### config.mk
export PLATFORM = sky130hd
export DESIGN_NAME = gf_power_seq
export DESIGN_NICKNAME = d
export VERILOG_FILES = /design/src/rtl/gf_power_seq.sv
export SDC_FILE = /design/constraint.sdc
export NUM_CORES = 1
export LEC_CHECK = 0
export CORE_MARGIN = 1
export CORE_UTILIZATION = 40
export DETAILED_ROUTE_END_ITERATION = 8
export PLACE_DENSITY_LB_ADDON = 0.15
export SYNTH_ARGS = -nofsm -noshare
export SYNTH_HDL_FRONTEND = slang
export SYNTH_SLANG_ARGS = --single-unit
### constraint.sdc
create_clock -name clk_i -period 4.5 [get_ports clk_i]
set_input_delay 0.9 -clock clk_i [delete_from_list [all_inputs] [get_ports clk_i]]
set_output_delay 0.9 -clock clk_i [all_outputs]
set_load 0.05 [all_outputs]
### src/rtl/gf_power_seq.sv
// gf_power_seq: sequential y = x^e in GF(2^M), polynomial basis, runtime exponent.
// Square-and-multiply, MSB-first, one exponent bit per cycle. A single operation is
// in flight at a time: IDLE accepts, RUN iterates M times, DONE holds the result.
// Optional feature macro: GF_POW_INV_EN adds in_inv_i, which forces e = 2^M-2
// (multiplicative inverse, 0 maps to 0) without changing latency.
module gf_power_seq #(
  parameter int unsigned M    = 6,
  parameter logic [M:0]  POLY = 7'b1000011
) (
  input  logic         clk_i,
  input  logic         rst_ni,
  input  logic         in_valid_i,
  output logic         in_ready_o,
  input  logic [M-1:0] in_x_i,
  input  logic [M-1:0] in_e_i,
`ifdef GF_POW_INV_EN
  input  logic         in_inv_i,
`endif
  output logic         out_valid_o,
  input  logic         out_ready_i,
  output logic [M-1:0] out_y_o
);

  localparam int unsigned CntW = (M > 1) ? $clog2(M) : 1;
  localparam logic [M-1:0] One = M'(1);

  typedef enum logic [1:0] {StIdle, StRun, StDone} state_e;

  state_e            state_q, state_d;
  logic [M-1:0]      xr_q, xr_d;
  logic [M-1:0]      er_q, er_d;
  logic [M-1:0]      acc_q, acc_d;
  logic [CntW-1:0]   cnt_q, cnt_d;
  logic [M-1:0]      out_y_q, out_y_d;
  logic              out_valid_q, out_valid_d;

  logic [M-1:0]      sq;
  logic [M-1:0]      mul_op;
  logic [M-1:0]      acc_step;
  logic [M-1:0]      e_sel;

  // Carry-less product reduced by POLY; interleaved reduction keeps the partial
  // result within M+1 bits so no wide product is ever formed.
  function automatic logic [M-1:0] gf_mul(input logic [M-1:0] a, input logic [M-1:0] b);
    logic [M:0] r;
    r = '0;
    for (int i = M - 1; i >= 0; i--) begin
      r = {r[M-1:0], 1'b0};
      if (r[M]) r = r ^ POLY;
      if (b[i]) r = r ^ {1'b0, a};
    end
    return r[M-1:0];
  endfunction

  // Exponent captured at accept; the inverse request substitutes 2^M-2.
  always_comb begin
    e_sel = in_e_i;
`ifdef GF_POW_INV_EN
    if (in_inv_i) e_sel = {{(M-1){1'b1}}, 1'b0};
`endif
  end

  // One square-and-multiply step on the current exponent bit.
  always_comb begin
    sq       = gf_mul(acc_q, acc_q);
    mul_op   = er_q[cnt_q] ? xr_q : One;
    acc_step = gf_mul(sq, mul_op);
  end

  // Next-state and datapath control.
  always_comb begin
    state_d     = state_q;
    xr_d        = xr_q;
    er_d        = er_q;
    acc_d       = acc_q;
    cnt_d       = cnt_q;
    out_y_d     = out_y_q;
    out_valid_d = out_valid_q;
    unique case (state_q)
      StIdle: begin
        if (in_valid_i) begin
          xr_d    = in_x_i;
          er_d    = e_sel;
          acc_d   = One;
          cnt_d   = CntW'(M - 1);
          state_d = StRun;
        end
      end
      StRun: begin
        acc_d = acc_step;
        if (cnt_q == '0) begin
          out_y_d     = acc_step;
          out_valid_d = 1'b1;
          state_d     = StDone;
        end else begin
          cnt_d = cnt_q - CntW'(1);
        end
      end
      StDone: begin
        // Only the result is retired here; a new operand waits for IDLE.
        if (out_ready_i) begin
          out_valid_d = 1'b0;
          state_d     = StIdle;
        end
      end
      default: state_d = StIdle;
    endcase
  end

  // State and datapath registers; reset aborts any operation in flight.
  always_ff @(posedge clk_i or negedge rst_ni) begin
    if (!rst_ni) begin
      state_q     <= StIdle;
      xr_q        <= '0;
      er_q        <= '0;
      acc_q       <= '0;
      cnt_q       <= '0;
      out_y_q     <= '0;
      out_valid_q <= 1'b0;
    end else begin
      state_q     <= state_d;
      xr_q        <= xr_d;
      er_q        <= er_d;
      acc_q       <= acc_d;
      cnt_q       <= cnt_d;
      out_y_q     <= out_y_d;
      out_valid_q <= out_valid_d;
    end
  end

  assign in_ready_o  = (state_q == StIdle);
  assign out_valid_o = out_valid_q;
  assign out_y_o     = out_y_q;

endmodule

# Word level (Yosys, flattened, before mapping)

Cells that the tools add are included.

Output and inout bits: 8
Bits in registers: 30
Logic and storage cells: 82
Bits of input ports: 16

$lt $le $gt $ge: 1
Equal/unequal tests: 6
$add $sub $neg: 1
Reduce and logical (&&, ||, !) cells: 10
Bitwise gates (word level): 20
Mux-type cells: 37

Operator list:

| operator                                            | number |
|---|---|
| 2-to-1 mux 6 bit                                    | 14 |
| XOR 6 bit                                           | 10 |
| 2-to-1 mux 2 bit                                    | 13 |
| NOT 2 bit                                           | 10 |
| one-hot mux 6 bit (2 select lines)                  | 1 |
| AND reduction 3 bit                                 | 3 |
| inequality test 2 bit (second input constant)       | 4 |
| 2-to-1 mux 3 bit                                    | 2 |
| one-hot mux 2 bit (3 select lines)                  | 1 |
| one-hot mux 3 bit (2 select lines)                  | 1 |
| AND reduction 2 bit                                 | 3 |
| < comparator 3 x 4 -> 1 bit (second input constant) | 1 |
| nonzero test 2 bit                                  | 2 |
| binary-select mux 1 bit (select 3 bit)              | 1 |
| zero test 3 bit                                     | 1 |
| 2-to-1 mux 1 bit                                    | 3 |
| subtractor 3 x 1 -> 3 bit (second input constant)   | 1 |
| == test 2 x 1 -> 1 bit (second input constant)      | 1 |
| == test 2 bit (second input constant)               | 1 |
| zero test 2 bit                                     | 1 |
| one-hot mux 1 bit (2 select lines)                  | 1 |

# Longest topological paths before layout

Gate-level depths: netlist (run 1).

Depth in word-level cells: 43
Depth in mapped cells: 12
Gate-level depth less buffers: 10

# Worst setup path after synthesis (run 1)

No wires, ideal clock.

Path kind: register -> register
From: register acc_q[0]
To: register acc_q[0]
Cell stages (with the launch flop): 13
Buffers on the path: 2
Data arrival time: 2433 ps
Clock period less this slack: 2577 ps
Setup slack: 1923 ps
Setup time: 143 ps
Path through: dfrtp_1 -> buf_2 -> inv_1 -> ha_1 -> a21boi_0 -> or2_2 -> clkbuf_1 -> nand2_1 -> xnor3_1 -> xnor2_1 -> nand2_1 -> xnor2_1 -> a22oi_1

Longest elaborated chain between the ends: 20
Elaborated cells on any way between the ends: 34

Ends and longest elaborated chain:

| item                                 | RTL line | text |
|---|---|---|
| from (decl)                          | 32       | `logic [M-1:0] acc_q, acc_d;` |
| from (signal assigned)               | 116      | `acc_q <= '0;` |
| from (signal assigned)               | 124      | `acc_q <= acc_d;` |
| XOR 6 bit                            | 50       | `if (b[i]) r = r ^ {1'b0, a};` |
| 2-to-1 mux 6 bit                     | 50       |  |
| NOT 2 bit (no source line)           | --       |  |
| 2-to-1 mux 2 bit                     | 49       | `if (r[M]) r = r ^ POLY;` |
| XOR 6 bit                            | 50       |  |
| 2-to-1 mux 6 bit                     | 50       |  |
| XOR 6 bit                            | 50       |  |
| 2-to-1 mux 6 bit *                   | 50       |  |
| [4 not listed]                       | --       |  |
| XOR 6 bit                            | 50       |  |
| 2-to-1 mux 6 bit                     | 50       |  |
| XOR 6 bit                            | 50       |  |
| 2-to-1 mux 6 bit                     | 50       |  |
| 2-to-1 mux 2 bit                     | 49       |  |
| XOR 6 bit                            | 50       |  |
| 2-to-1 mux 6 bit *                   | 50       |  |
| one-hot mux 6 bit (2 select lines) * | 79       | `unique case (state_q)` |

Mark *: on every way between the ends. The rest lies on a longest branch, timed or not.
A chain may end at the register's enable or synchronous reset.

# Worst setup path after layout (run 1)

From: register acc_q[0]
To: register out_y_q[3], in the netlist out_y_o[3]

Longest elaborated chain between the ends: 26
Elaborated cells on any way between the ends: 35

Ends and longest elaborated chain:

| item                                                                  | RTL line | text |
|---|---|---|
| XOR 6 bit / 2-to-1 mux 6 bit (equally long branches)                  | 50       |  |
| 2-to-1 mux 6 bit / NOT 2 bit (equally long branches)                  | --       |  |
| NOT 2 bit (no source line) / 2-to-1 mux 2 bit (equally long branches) | --       |  |
| 2-to-1 mux 2 bit / XOR 6 bit (equally long branches)                  | 49, 50   |  |
| XOR 6 bit / 2-to-1 mux 6 bit (equally long branches)                  | 50       |  |
| 2-to-1 mux 6 bit / XOR 6 bit (equally long branches)                  | 50       |  |
| XOR 6 bit / 2-to-1 mux 6 bit (equally long branches)                  | 50       |  |
| 2-to-1 mux 6 bit / XOR 6 bit (equally long branches)                  | 50       |  |
| [10 not listed]                                                       | --       |  |
| NOT 2 bit (no source line)                                            | --       |  |
| 2-to-1 mux 2 bit                                                      | 49       |  |
| XOR 6 bit                                                             | 50       |  |
| 2-to-1 mux 6 bit                                                      | 50       |  |
| XOR 6 bit                                                             | 50       |  |
| 2-to-1 mux 6 bit                                                      | 50       |  |
| XOR 6 bit                                                             | 50       |  |
| 2-to-1 mux 6 bit *                                                    | 50       |  |
| to (signal assigned)                                                  | 126      | `out_y_q <= out_y_d;` |
| to (decl)                                                             | 34       | `logic [M-1:0] out_y_q, out_y_d;` |

Marked as above.

==> results of run 1 <==
==> how the worst max path moves through the flow <==
| stage | depth (start not counted) | endpoint | start | slack (ns) |
|---|---|---|---|---|
| after floorplan | 12 | acc_q[0] | acc_q[0] | 1.92 |
| after global placement | 11 | out_y_o[3] | acc_q[0] | 1.63 |
| after detailed placement | 11 | out_y_o[3] | acc_q[0] | 1.62 |
| after CTS | 11 | out_y_o[3] | acc_q[0] | 1.60 |
| after global routing | 10 | out_y_o[2] | acc_q[0] | 1.34 |
| final | 11 | out_y_o[3] | acc_q[0] | 1.59 |
==> metal layers <==
layer | vias up | global-route usage (%)
met3 | 8 | 2.994
li1 | 899 | -
met1 | 863 | 22.87
met5 | - | 0
met2 | 28 | 30.81
met4 | 0 | 6.538
==> logic make-up (layout without fill, tap and decap cells) <==
logic type | Yosys count | in the layout
muxes | 24 | 24
DFF | 30 | 30
buffers and inverters | 25 | 40
and+or+nand+nor | 87 | 87
xor gates and xnor gates | 22 | 22
adders and majority gates | 3 | 3
AOI/OAI and AO/OA | 57 | 57
==> synthesized netlist by cell type (4+ instances only) <==
| cell | n |
|---|---|
| nand2_1 | 32 |
| nor3_1 | 5 |
| nor2_1 | 8 |
| a21oi_1 | 7 |
| xnor2_1 | 14 |
| xor2_1 | 5 |
| nor2b_1 | 6 |
| buf_2 | 7 |
| nand2b_1 | 12 |
| clkbuf_1 | 13 |
| mux2_2 | 12 |
| mux2i_1 | 10 |
| o21ai_0 | 22 |
| inv_1 | 5 |
| a211oi_1 | 4 |
| dfrtp_1 | 30 |
| a22oi_1 | 4 |
| nand3_1 | 5 |
==> worst min-delay path, cell delays in order, from the launching register on <==
cell and delay [ns]:
dfrtp_1 0.34, nand2_1 0.04, o21ai_0 0.06
==> metrics by stage <==
stage          util [%]  setup WS (ns)  cell area [um^2]  instances
2_1_floorplan         -          1.923              2207        248
3_3_place_gp      47.48          1.626              2471        325
3_5_place_dp      47.48          1.618              2471        325
4_1_cts           49.30          1.602              2566        333
5_1_grt           49.30          1.339              2566        333
6_report          49.30          1.592              2566        333
==> state kept, by name (all words and copies together) (netlist names) <==
signal / cells
acc_q: 6
er_q: 6
out_y_o: 6
xr_q: 6
cnt_q: 3
state_q: 2
out_valid_o: 1
==> area by class of cell <==
type	instances	share of cell area [%]
well taps	70	3.413
clock buffers	6	3.218
repair buffers	27	10.14
clock inverters	2	0.4876
multi-input cells	193	52.75
inverters	5	0.7314
flip-flops and latches	30	29.25
==> flow_summary.json, run 1 <==
{
  "hold_path_depth": 2,
  "fin_setup_tns_ns": 0,
  "drt.antenna.violating_nets": 0,
  "cts_setup_buffers": 0,
  "layout_min_cycle_time_ns": 2.908,
  "setup_viol": 0,
  "setup.worst_path.start_class": "flop",
  "top_layer_used": "met4",
  "cts-resized-gates": 0,
  "synth_top_area_share_pct": 34.01,
  "place.detailed.hpwl_um": 3436,
  "htreeDepth": 2,
  "final_cell_mix": "32 x nand2_1, 30 x dfrtp_1, 23 x clkdlybuf4s50_1",
  "rows": 26,
  "cp.required_ns": 4.73,
  "clkSinkCount": 30,
  "synth_fa_ha_area_share_pct": 1.701,
  "via_per_inst": 5.399,
  "area.sequential_um2": 750.7,
  "core-area_um2": 5205,
  "synth_top_family_by_area": "simple AND/OR/NAND/NOR gates",
  "hold_slack_ns": 0.4825,
  "crit_slowest_cell": "dfrtp_1",
  "fmax_mhz": 343.9,
  "die_w_um": 76.28,
  "antenna_found_initial": 0,
  "maxCapViolations": 0,
  "hold_path.class": "flop to flop",
  "drt_wl_total_um": 4821,
  "wl_met2_um": 2397,
  "synth_xor_area_share_pct": 10.60,
  "end_kind": "flop",
  "grt_pass1_vias": 1762,
  "ys_top_cells_by_area": "dfrtp_1 34%, mux2_2 6.1%, xnor2_1 5.6%",
  "cp.arrival_ns": 3.13,
  "mostFrequentLayoutCell": "nand2_1",
  "cp_max_fo": 14,
  "synth.distinct_cells": 48,
  "maxSlewViolCount": 0,
  "start_util_pct": 42.40,
  "synth_enable_flop_cells": 0,
  "yosysTopAreaCell": "dfrtp_1",
  "drc_errors": 0,
  "diodes": 0,
  "synth_seq_area_share_pct": 34.01,
  "grt_util_all_layers_pct": 18.04,
  "hold_end": "out_y_o[1]",
  "io_pins": 24,
  "die_area_um2": 5819,
  "cts-root-buf": "clkbuf_8",
  "grt_pass1_wl_um": 8259,
  "cp_common_cell": "xnor2_1",
  "syn_to_final_growth_pct": 16.27,
  "drtIter0Drc": 61,
  "r2r_cells": 11,
  "layout-drive-gt1-share_pct": 11.41,
  "yosysWarningCount": 0,
  "avgSynthCellArea_um2": 8.900,
  "synth-async-reset-ratio_pct": 100.0,
  "outcome": "finished clean",
  "synth_ff_type": "dfrtp_1",
  "cts_tree": "done",
  "clkLatencyLatePin_ns": 0.28,
  "hp-start": "out_y_o[1]",
  "wl_met1_um": 2241,
  "gp_congestion": 0.8010,
  "regToRegSetupSlack_ns": 1.59,
  "min_period_over_period_pct": 64.62,
  "slew-limit-headroom_pct": 52.14,
  "crit_type": "flop to flop",
  "cp_top_family": "simple AND/OR/NAND/NOR gates",
  "clockBufferDepth": 2,
  "clk_pin_slew_worst_paths_ns": 0.07,
  "syn_area_um2": 2207,
  "nNetsFinal": 281,
  "dr_wl_met3_um": 117,
  "worst-path-buf-inv": 2,
  "via_count": 1798,
  "synthCells": 248,
  "grt_max_degree": 31,
  "drt_first_pass_iters": 4,
  "slowest_delay_ns": 0.54,
  "multi_input_area_um2": 1354,
  "reg2reg_from": "acc_q[0]",
  "avgRoutedWirePerCell_um": 14.48,
  "worstMarginPinSlew_ns": 0.7179,
  "yosys.area_share.simple_pct": 20.58,
  "path_cells": "inv_1 -> ha_1 -> xnor2_1 -> mux2i_1 -> xnor2_1 -> buf_4 -> and3_1 -> o21ai_1 -> or4_1 -> o311a_1 -> nand2_1",
  "clock_skew_ns": 0.003741,
  "fillers": 532,
  "grt_overflow": 0,
  "die_h_um": 76.28,
  "synth_seq_cells": 30,
  "timing.rr.end": "out_y_o[3]",
  "synth_compound_area_share_pct": 16.61,
  "synth_mux_area_share_pct": 11.85,
  "hold_violations": 0,
  "rsz0062_at_grt": "no",
  "port_buffers": 23,
  "cts_buffers": 5,
  "synthesis.nets": 267,
  "postCtsHoldBufs": 0
}
Power of run 1 is left out: the tool's default activity adds up to more than one toggle a clock period on the data nets, which glitch-free logic cannot reach.
==> run 2, diff against run 1 <==
==> constraint.sdc (replaced) <==
create_clock -name clk_i -period 3 [get_ports clk_i]
set_input_delay 0.6 -clock clk_i [delete_from_list [all_inputs] [get_ports clk_i]]
set_output_delay 0.6 -clock clk_i [all_outputs]
set_load 0.05 [all_outputs]
==> run 2 against run 1 <==
  * First-iteration DRC count is 46% higher
  * Die area unchanged
  * Largest cell class unchanged
  * Clock skew fell by 0.0019 ns
  * Register-to-register slack worse by 1.3 ns
  * Non-clock buffer count grew 4
  * Routed wire length increased by 1.5%
  * Count of clock-buffer cells in the layout unchanged
  * Sequential cell count unchanged
==> flow_summary.json, run 2 (synthesized netlist as in run 1, its figures left out) <==
{
  "rows": 26,
  "port_buffers": 23,
  "via_count": 1818,
  "slew-limit-headroom_pct": 63.35,
  "end_kind": "flop",
  "fillers": 513,
  "setup.worst_path.start_class": "flop",
  "path_cells": "buf_4 -> nor4bb_1 -> a221oi_2 -> xor2_1 -> xnor3_1 -> a211oi_1 -> a21oi_2 -> xnor2_1 -> o21ai_1",
  "cp.required_ns": 3.16,
  "grt_pass1_wl_um": 8652,
  "cp.arrival_ns": 2.84,
  "die_h_um": 76.28,
  "clk_pin_slew_worst_paths_ns": 0.07,
  "hold_path.class": "flop to flop",
  "drtIter0Drc": 89,
  "drt.antenna.violating_nets": 0,
  "crit_type": "flop to flop",
  "cp_top_family": "XOR/XNOR gates",
  "hold_violations": 0,
  "antenna_found_initial": 0,
  "gp_congestion": 0.8680,
  "cts-root-buf": "clkbuf_8",
  "mostFrequentLayoutCell": "nand2_1",
  "grt_max_degree": 31,
  "cts_tree": "done",
  "final_cell_mix": "32 x nand2_1, 30 x dfrtp_1, 23 x clkdlybuf4s50_1",
  "clkSinkCount": 30,
  "cts_buffers": 5,
  "worst-path-buf-inv": 1,
  "htreeDepth": 2,
  "crit_slowest_cell": "dfrtp_1",
  "core-area_um2": 5205,
  "rsz0062_at_grt": "no",
  "fin_ws_ns": 0.3233,
  "cp_max_fo": 14,
  "grt_util_all_layers_pct": 18.78,
  "fin_setup_tns_ns": 0,
  "layout_min_cycle_time_ns": 2.677,
  "die_w_um": 76.28,
  "grt_overflow": 0,
  "clockBufferDepth": 2,
  "slowest_delay_ns": 0.57,
  "drc_errors": 0,
  "diodes": 0,
  "via_per_inst": 5.395,
  "die_area_um2": 5819,
  "maxCapViolations": 0,
  "io_pins": 24,
  "nNetsFinal": 285,
  "fmax_mhz": 373.6,
  "grt_pass1_vias": 1769,
  "layout-drive-gt1-share_pct": 12.73,
  "min_period_over_period_pct": 89.22,
  "outcome": "finished clean",
  "clkLatencyLatePin_ns": 0.28,
  "clock_skew_ns": 0.001839,
  "drt_first_pass_iters": 4,
  "drt_wl_total_um": 4894,
  "place.detailed.hpwl_um": 3494,
  "dp_slack_ns": 0.2758,
  "start_util_pct": 42.40,
  "syn_to_final_growth_pct": 17.63,
  "avgRoutedWirePerCell_um": 14.52,
  "setup_viol": 0,
  "maxSlewViolCount": 0,
  "worstMarginPinSlew_ns": 0.5497
}
run 2: cell count changes in the layout (fill, tap and decap cells not counted):
| cell | change |
|---|---|
| a21boi_1 | +1 |
| a21boi_0 | -1 |
| buf_4 | +4 |
run 2: layer usage:
| layer | global-route usage [%] | share of wire [%] |
|---|---|---|
| met2 | 30.09 | 48 |
| met4 | 6.731 | 1.3 |
| met3 | 3.593 | 5.1 |
| met1 | 25.21 | 46 |
| met5 | 0 | 0 |
run 2: worst register-to-register path, delay by kind of cell (launching register included):
| family | cells | cell delay (ns) |
|---|---|---|
| xor gates and xnor gates | 3 | 0.90 |
| and+or+nand+nor | 1 | 0.32 |
| DFF | 1 | 0.57 |
| buffers and inverters | 1 | 0.28 |
| AOI/OAI and AO/OA | 4 | 0.50 |
run 2: area by class of cell:
type                            count  area [um^2]  area share, %
Clock buffer                        6        82.58          3.181
Clock inverter                      2        12.51         0.4819
Inverter                            5        18.77         0.7229
Multi-Input combinational cell    193         1354          52.14
Sequential cell                    30        750.7          28.92
Tap cell                           70        87.58          3.373
Timing Repair Buffer               31        290.3          11.18
run 2: through the flow:
stage          util (%)  cell area (um^2)  std cells  hold WS, ns
6_report          49.88              2596        337       0.4806
5_1_grt           49.88              2596        337       0.5022
4_1_cts           49.88              2596        337       0.4856
3_5_place_dp      48.05              2501        329       0.4702
3_3_place_gp      48.05              2501        329       0.4658
2_1_floorplan         -              2207        248       0.3044
run 2: what timing repair did:
item,CTS,global route
gates resized for setup,0,1
setup endpoints to repair,0,2
setup buffers,0,0
hold buffers,0,0
run 2: final timing paths:
path	cells after the start	endpoint	slack, ns	from
max in group asynchronous	2	acc_q[3]	2.00	rst_ni
hold reg to reg	2	out_y_o[1]	0.48	out_y_o[1]
setup / recovery	9	out_y_o[2]	0.32	acc_q[4]
setup reg to reg	9	out_y_o[2]	0.32	acc_q[4]
min in group asynchronous	2	er_q[4]	0.71	rst_ni
hold / removal	2	out_y_o[1]	0.48	out_y_o[1]
Power of run 2 is left out for the same reason.
==> run 3, diff against run 2 <==
==> constraint.sdc (replaced) <==
create_clock -name clk_i -period 3 [get_ports clk_i]
set_input_delay 0.45 -clock clk_i [delete_from_list [all_inputs] [get_ports clk_i]]
set_output_delay 0.45 -clock clk_i [all_outputs]
set_load 0.01 [all_outputs]
==> run 3 against run 2 <==
  * Final cell count rose by 0.30%
  * Via count fell by 0.39%
  * Utilization rose by 0.14 points
  * Clock skew rose by 0.0066 ns
  * Count of clock-buffer cells in the layout did not move
  * Highest routed layer unchanged
  * Critical endpoint is now acc_q[2]
==> flow_summary.json, run 3 (synthesized netlist as in run 1, its figures left out) <==
{
  "outcome": "finished clean",
  "mostFrequentLayoutCell": "nand2_1",
  "place.detailed.hpwl_um": 3429,
  "crit_slowest_cell": "a21boi_0",
  "crit_type": "flop to flop",
  "cts-resized-gates": 0,
  "cp_max_fo": 6,
  "grt_util_all_layers_pct": 17.92,
  "cp-endpoint": "acc_q[2]",
  "nNetsFinal": 286,
  "fin_setup_tns_ns": 0,
  "drtIter0Drc": 76,
  "power_density_nw_per_um2": 1348,
  "diodes": 0,
  "fillers": 511,
  "setup.worst_path.start_class": "flop",
  "p_int_mw": 1.915,
  "die_w_um": 76.28,
  "regToRegSetupSlack_ns": 0.20,
  "cts_buffers": 5,
  "cts-root-buf": "clkbuf_8",
  "cp.arrival_ns": 2.96,
  "cp_num_cells": 10,
  "hold_path.class": "flop to flop",
  "clk_pin_slew_worst_paths_ns": 0.07,
  "worst-path-buf-inv": 1,
  "drt_wl_total_um": 4711,
  "reg2reg_from": "acc_q[0]",
  "cp.required_ns": 3.16,
  "maxSlewViolCount": 0,
  "avgRoutedWirePerCell_um": 13.94,
  "worstMarginPinSlew_ns": 0.5122,
  "io_pins": 24,
  "core-area_um2": 5205,
  "via_per_inst": 5.358,
  "switching_power_mw": 1.594,
  "fin_ws_ns": 0.2009,
  "dp_slack_ns": 0.2440,
  "slew-limit-headroom_pct": 65.85,
  "maxCapViolations": 0,
  "clkPwrFrac_pct": 9.7,
  "rsz0062_at_grt": "no",
  "postPlaceCellArea_um2": 2509,
  "htreeDepth": 2,
  "cp_top_family": "compound AO/OA/AOI/OAI gates",
  "timing.rr.end": "acc_q[2]",
  "clkLatencyLatePin_ns": 0.28,
  "hold_violations": 0,
  "grt_pass1_vias": 1752,
  "cts_tree": "done",
  "worstSetupStartpoint": "acc_q[0]",
  "stdcell_area_um2": 2604,
  "layout-drive-gt1-share_pct": 13.06,
  "clock_skew_ns": 0.008420,
  "grt_pass1_wl_um": 8286,
  "setup_viol": 0,
  "path_cells": "inv_1 -> ha_1 -> a21boi_0 -> o21ai_0 -> xor2_1 -> xnor3_1 -> a211oi_1 -> a21oi_2 -> xnor2_1 -> o21ai_1",
  "postCtsHoldBufs": 0,
  "clockBufferDepth": 2,
  "r2r_cells": 10,
  "die_h_um": 76.28,
  "min_period_over_period_pct": 93.30,
  "pwr-share-comb_pct": 65.2,
  "cts_setup_buffers": 0,
  "syn_to_final_growth_pct": 17.97,
  "gp_congestion": 0.8471,
  "seq_power_share_pct": 25.1,
  "p_leak_nw": 1.085,
  "drc_errors": 0,
  "final_cell_mix": "32 x nand2_1, 30 x dfrtp_1, 23 x clkdlybuf4s50_1",
  "end_kind": "flop",
  "drt_first_pass_iters": 4,
  "via_count": 1811,
  "slowest_delay_ns": 0.42,
  "fmax_mhz": 357.3,
  "start_util_pct": 42.40,
  "layout_min_cycle_time_ns": 2.799,
  "p_sw_share_pct": 45.43,
  "antenna_found_initial": 0,
  "clkSinkCount": 30,
  "rows": 26,
  "grt_overflow": 0,
  "port_buffers": 23,
  "grt_max_degree": 31,
  "drt.antenna.violating_nets": 0,
  "ir_worst_vdd_mv": 0.6390,
  "hold_slack_ns": 0.4886,
  "die_area_um2": 5819
}
## run 3: worst min-delay path by stage
stage | start | slack (ns) | endpoint | cells after the start
floorplan | rst_ni | 0.15 | acc_q[0] | 0
global placement | out_y_o[1] | 0.47 | out_y_o[1] | 2
detailed placement | out_y_o[1] | 0.48 | out_y_o[1] | 2
CTS | out_y_o[1] | 0.50 | out_y_o[1] | 2
global route | out_y_o[1] | 0.51 | out_y_o[1] | 2
finish | out_y_o[1] | 0.49 | out_y_o[1] | 2
## run 3: stage by stage
stage / util (%) / instances / power, mW
6_report: 50.02 / 338 / 3.509
5_1_grt: 50.02 / 338 / 3.836
4_1_cts: 50.02 / 338 / 3.533
3_5_place_dp: 48.20 / 330 / 3.170
3_3_place_gp: 48.20 / 330 / 3.168
2_1_floorplan: - / 248 / 2.625
## run 3: cell type report
cell class | count | area, um^2 | area share, %
clock buffers | 6 | 82.58 | 3.172
flip-flops and latches | 30 | 750.7 | 28.83
inverters | 5 | 18.77 | 0.7208
well taps | 70 | 87.58 | 3.364
repair buffers | 32 | 297.8 | 11.44
clock inverters | 2 | 12.51 | 0.4805
multi-input cells | 193 | 1354 | 51.99
## run 3: power groups by stage
stage	Sequential (mW)	Combinational, mW	Clock (mW)
after floorplan	0.728	1.90	0
after global placement	0.887	2.28	0
after detailed placement	0.891	2.28	0
after CTS	0.882	2.29	0.357
after global routing	0.929	2.54	0.370
final	0.881	2.29	0.341
## run 3: metal layers
metal | routed length (um) | part of all wire, % | GRT usage [%] | vias to the layer above
li1 | - | - | - | 908
met5 | 0 | 0 | 0 | -
met3 | 116 | 2.5 | 3.593 | 10
met1 | 2202 | 47 | 22.33 | 866
met4 | 147 | 3.1 | 8.462 | 0
met2 | 2245 | 48 | 29.64 | 27
## run 3: worst reg2reg max path: stages (launching register included)
cell and delay (ns):
dfrtp_1 0.38, inv_1 0.16, ha_1 0.21, a21boi_0 0.42
o21ai_0 0.20, xor2_1 0.29, xnor3_1 0.39, a211oi_1 0.28
a21oi_2 0.06, xnor2_1 0.21, o21ai_1 0.08
No activity file was read; power rests on OpenSTA's default activity.
